### config.mk
export PLATFORM = sky130hd
export DESIGN_NAME = sparse_reduce_tree
export DESIGN_NICKNAME = d
export VERILOG_FILES = /design/src/rtl/sparse_reduce_tree.sv
export SDC_FILE = /design/constraint.sdc
export NUM_CORES = 1
export LEC_CHECK = 0
export CAP_MARGIN = 0
export CORE_MARGIN = 2
export CORE_UTILIZATION = 45
export DETAILED_ROUTE_END_ITERATION = 10
export GPL_TIMING_DRIVEN = 0
export PLACE_DENSITY_LB_ADDON = 0.1
export SLEW_MARGIN = 20
export SYNTH_ARGS = -nofsm -noshare
export SYNTH_HDL_FRONTEND = slang
export SYNTH_HIERARCHICAL = 1
export SYNTH_SLANG_ARGS = --single-unit
### constraint.sdc
create_clock -name clk -period 3.6 [get_ports clk]
set_input_delay 0.72 -clock clk [delete_from_list [all_inputs] [get_ports clk]]
set_output_delay 0.72 -clock clk [all_outputs]
set_load 0.01 [all_outputs]
### src/rtl/sparse_reduce_tree.sv
// sparse_reduce_tree: pipelined, masked adder tree reducing NUM_IN lanes per
// beat into one dot-product term, with an optional saturating accumulator that
// sums beats over a group closed by in_last.
//
// Ports
//   clk, rst            clock; synchronous active-high reset
//   in_valid            beat valid
//   in_data             NUM_IN lanes, lane i at [i*DW_IN +: DW_IN]
//   in_mask             per-lane enable (0 = lane contributes zero)
//   in_last             closes an accumulation group (ignored if ACC_EN=0)
//   out_valid           one-cycle pulse per result
//   out_sum             result, DW_ACC wide, sign/zero-extended per SIGNED
//   out_ovf             group saturated; qualified by out_valid
//
// Latency is LEVELS+1 cycles: LEVELS adder stages plus the output register.

// Per-lane sparsity gate.
module sparse_reduce_lane #(
  parameter int DW_IN = 8
) (
  input  logic [DW_IN-1:0] data,
  input  logic             mask,
  output logic [DW_IN-1:0] masked
);
  assign masked = data & {DW_IN{mask}};
endmodule

module sparse_reduce_tree #(
  parameter int NUM_IN = 8,
  parameter int DW_IN  = 8,
  parameter int DW_ACC = 24,
  parameter int SIGNED = 1,
  parameter int ACC_EN = 1
) (
  input  logic                    clk,
  input  logic                    rst,
  input  logic                    in_valid,
  input  logic [NUM_IN*DW_IN-1:0] in_data,
  input  logic [NUM_IN-1:0]       in_mask,
  input  logic                    in_last,
  output logic                    out_valid,
  output logic [DW_ACC-1:0]       out_sum,
  output logic                    out_ovf
);
  localparam int   LEVELS = $clog2(NUM_IN);
  localparam int   TW     = DW_IN + LEVELS;
  localparam logic SX     = (SIGNED != 0);

  // Stage 0 is the raw input beat; stages 1..LEVELS are registered.
  logic [LEVELS:1] vld_r, lst_r;
  logic [LEVELS:0] vld_pipe, lst_pipe;
  assign vld_pipe = {vld_r, in_valid};
  assign lst_pipe = {lst_r, in_last};

  logic [NUM_IN-1:0][DW_IN-1:0] lane_q;

  for (genvar i = 0; i < NUM_IN; i++) begin : g_lane
    sparse_reduce_lane #(.DW_IN(DW_IN)) u_lane (
      .data  (in_data[i*DW_IN +: DW_IN]),
      .mask  (in_mask[i]),
      .masked(lane_q[i])
    );
  end

  // Level k holds NUM_IN>>k partial sums of DW_IN+k bits. Each adder widens
  // its operands by one bit (sign or zero), so level 0 can stay at DW_IN and
  // the tree stays exact at every level.
  for (genvar k = 0; k <= LEVELS; k++) begin : lvl
    localparam int N = NUM_IN >> k;
    localparam int W = DW_IN + k;
    logic [N-1:0][W-1:0] d;

    if (k == 0) begin : g_in
      assign d = lane_q;
    end else begin : g_add
      logic [N-1:0][W-1:0] s;
      always_comb begin
        for (int i = 0; i < N; i++)
          s[i] = {SX & lvl[k-1].d[2*i][W-2],   lvl[k-1].d[2*i]}
               + {SX & lvl[k-1].d[2*i+1][W-2], lvl[k-1].d[2*i+1]};
      end
      // Data only moves with a valid beat, so bubbles leave it untouched.
      always_ff @(posedge clk)
        if (vld_pipe[k-1]) d <= s;
    end
  end

  logic [TW-1:0]     tree_sum;
  logic [DW_ACC-1:0] tree_ext;
  assign tree_sum = lvl[LEVELS].d[0];
  assign tree_ext = SX ? DW_ACC'($signed(tree_sum)) : DW_ACC'(tree_sum);

  // Saturating accumulate, computed one bit wider to expose the carry/sign.
  logic [DW_ACC-1:0] acc, new_sum;
  logic [DW_ACC:0]   raw;
  logic              ovf, sat;

  always_comb begin
    raw     = {SX & acc[DW_ACC-1], acc} + {SX & tree_ext[DW_ACC-1], tree_ext};
    new_sum = raw[DW_ACC-1:0];
    sat     = 1'b0;
    if (SX) begin
      // Signed overflow: the extra bit disagrees with the result sign.
      if (raw[DW_ACC] != raw[DW_ACC-1]) begin
        sat     = 1'b1;
        new_sum = raw[DW_ACC] ? {1'b1, {(DW_ACC-1){1'b0}}}
                              : {1'b0, {(DW_ACC-1){1'b1}}};
      end
    end else if (raw[DW_ACC]) begin
      sat     = 1'b1;
      new_sum = '1;
    end
  end

  // The last flag rides with its beat and only updates on valid stages.
  always_ff @(posedge clk) begin
    for (int k = 1; k <= LEVELS; k++)
      if (vld_pipe[k-1]) lst_r[k] <= lst_pipe[k-1];
  end

  always_ff @(posedge clk) begin
    if (rst) begin
      vld_r     <= '0;
      acc       <= '0;
      ovf       <= 1'b0;
      out_valid <= 1'b0;
      out_sum   <= '0;
      out_ovf   <= 1'b0;
    end else begin
      vld_r     <= vld_pipe[LEVELS-1:0];
      out_valid <= 1'b0;
      if (vld_pipe[LEVELS]) begin
        if (ACC_EN == 0) begin
          out_valid <= 1'b1;
          out_sum   <= tree_ext;
          out_ovf   <= 1'b0;
        end else if (lst_pipe[LEVELS]) begin
          // Close the group and start the next one from zero.
          out_valid <= 1'b1;
          out_sum   <= new_sum;
          out_ovf   <= ovf | sat;
          acc       <= '0;
          ovf       <= 1'b0;
        end else begin
          acc <= new_sum;
          ovf <= ovf | sat;
        end
      end
    end
  end
endmodule
==> results.md <==
- Post-synth top area cell: edfxtp_1
- First-pass GRT wire length: 26.5 mm
- Grt ovf: 0
- Leakage: 4.12 nW
- Synth async-reset ratio: 0%
- Most frequent cells in the layout: clkdlybuf4s50_1 (100), ha_1 (84), nand2_1 (79)
- Maximum VDD drop: 0.000357 V
- Seq/Total Area, Yosys: 40.5%
- Clock sinks: 124
- Layout cells sized above 1: 6.50%
- # resized after CTS: 0
- Antenna cells: 0
- Yosys reg bits: 124
- Endpoints failing setup: 0
- Htree depth: 4
- Via count: 5967
- Final Hold Viols: 0
- Vias in the first global route: 5825
- DRT Wirelength: 16.2 mm
- Worst-path clk slew: 0.06 ns
- Final hold slack: 0.418 ns
- Main flop type after synthesis: edfxtp_1
- Initial DRC Count: 284
- Placer Congestion: 0.838
- Area share of the largest cell type after synthesis: 26.8%
- Residual DRC count: 0
- CTS Buf Count: 17
- Slew @ Worst Pin: 0.919 ns
- Crit Path Category: flip-flop to flip-flop
- Syn avg cell area: 9.77 sq um
- Postcts setup bufs: 0
- Worst Skew: 0.00889 ns
- Max-Cap Viols: 0
- Vias per cell: 5.13
- Nets: 1093
- Crit path DAT: 3.55 ns
- PortBufs: 101
- Initial antenna violation count: 0
- Pins Over Slew Limit: 0
- RSZ-0062 raised after global routing: no
- CTS tree: yes
- Setup WS pre-CTS: 0.164 ns
- Root Buffer: clkbuf_16
- Setup_tns: 0 ns
- Unique masters post-synth: 55
- HP Class: flip-flop to flip-flop
- DRT antenna net count: 0
- Die Y: 136 um
- Synthesized area: 7860 sq um
- Largest net degree at the start of global routing: 31
- Die X: 136 um
- Post-synth EDFFs: 70
- Period utilisation layout: 91.0%
- Hold path cells: 0
- Cell row count: 48
- Hold Buf Count CTS: 0
- Top post-synthesis cells by area: edfxtp_1 (27%), dfxtp_1 (14%), ha_1 (13%)
- Area growth from synthesis to final layout: 24.0%
- Router iterations before antenna repair: 4
- DP Wirelength: 13.0 mm
- CP Launch Type: flip-flop
- Commonest non-fill, non-tap cell in the layout: clkdlybuf4s50_1
- Rel. slew slack: 38.7%
- GRT Util Overall: 18.3%
- Yosys warnings: 6
- Cells on worst reg2reg path: 10
- Data required, critical path: 3.88 ns
- Post-Synthesis Cells: 804
- Initial Util: 45.7%
- Max Fclk: 305 MHz
- Die ar.: 18500 sq um
- PD cells: 435 nW/um^2
- Syn_nets: 972
- Period minus WS final: 3.28 ns
- Latest clock arrival within the worst-skew pair: 0.42 ns
- WL/cell: 13.9 um
- Longest Clk Path Bufs: 2
- Setup ws final: 0.324 ns
- Outcome: finished, final reports clean
- Core region area: 17200 sq um
- Critical Path Sink Type: flip-flop
- # IOs: 102
- Crit Path Max Fanout: 14
## synthesized netlist by cell type (19+ instances only)
cell type and instances:
a211oi_1 32, a21oi_1 49, ha_1 84, nor2_1 48, edfxtp_1 70, nand2_1 79, and2_1 68, xor2_1 27
o21ai_0 42, xnor2_1 34, inv_1 55, dfxtp_1 54, a21o_1 23, o211ai_1 19
## per-stage QoR
stage | utilization, % | cells | instance area (sq um) | total power, mW
finish | 56.7 | 1163 | 9750 | 4.24
global placement | 53.3 | 1130 | 9150 | 2.58
detailed placement | 53.4 | 1131 | 9170 | 2.61
global route | 56.7 | 1163 | 9750 | 4.46
floorplan | - | 804 | 7860 | 2.35
CTS | 56.7 | 1163 | 9750 | 4.28
## cell type report
| cell class | instances | area (sq um) |
|---|---|---|
| buffer | 18 | 91.3 |
| clock buffer | 22 | 499 |
| clock inverter | 10 | 82.6 |
| fill | 1532 | 7430 |
| inverter | 55 | 206 |
| multi-input combinational | 607 | 4380 |
| sequential | 124 | 3180 |
| tap | 225 | 282 |
| timing repair buffer | 102 | 1030 |
## per-layer routing
metal / up-vias / routed length [um] / global-route usage, %
li1: 3104 / - / -
met1: 2719 / 7050 / 20.6
met2: 122 / 8220 / 33.3
met3: 22 / 548 / 3.73
met4: 0 / 371 / 7.70
met5: - / 0 / 0
## flip-flops by register name, indices dropped and copies added (netlist names)
signal / count
out_valid: 1
vld_r: 3
lst_r: 3
lvl.d: 67
acc: 24
out_ovf: 1
ovf: 1
out_sum: 24
## critical path, cell delays in order (launching register included)
cell,delay (ns)
edfxtp_1,0.64
ha_1,0.48
a211o_1,0.32
a21oi_2,0.14
o21a_2,0.17
o221ai_2,0.17
a211oi_4,0.42
o2bb2ai_2,0.20
nand2_1,0.19
buf_2,0.26
o211ai_1,0.14
## power by group
| part | switching, mW | internal [mW] |
|---|---|---|
| clock | 0.613 | 1.05 |
| combinational | 0.427 | 0.422 |
| sequential | 0.0562 | 1.68 |
## cells by family after synthesis
family,Yosys count,synth area share (%)
muxes,6,0.860
adders and majority gates,92,15.4
and+or+nand+nor,243,15.3
DFF,124,40.5
xor gates and xnor gates,61,6.80
buffers and inverters,73,3.79
AOI/OAI and AO/OA,205,17.4
## final timing paths
path / startpoint / end / slack, ns
setup / recovery: lvl[3].d[10] / acc[16] / 0.32
hold / removal: lst_r[2] / lst_r[3] / 0.42
setup reg to reg: lvl[3].d[10] / acc[16] / 0.32
hold reg to reg: lst_r[2] / lst_r[3] / 0.42
Note: power is estimated with default switching activity, not from simulation.
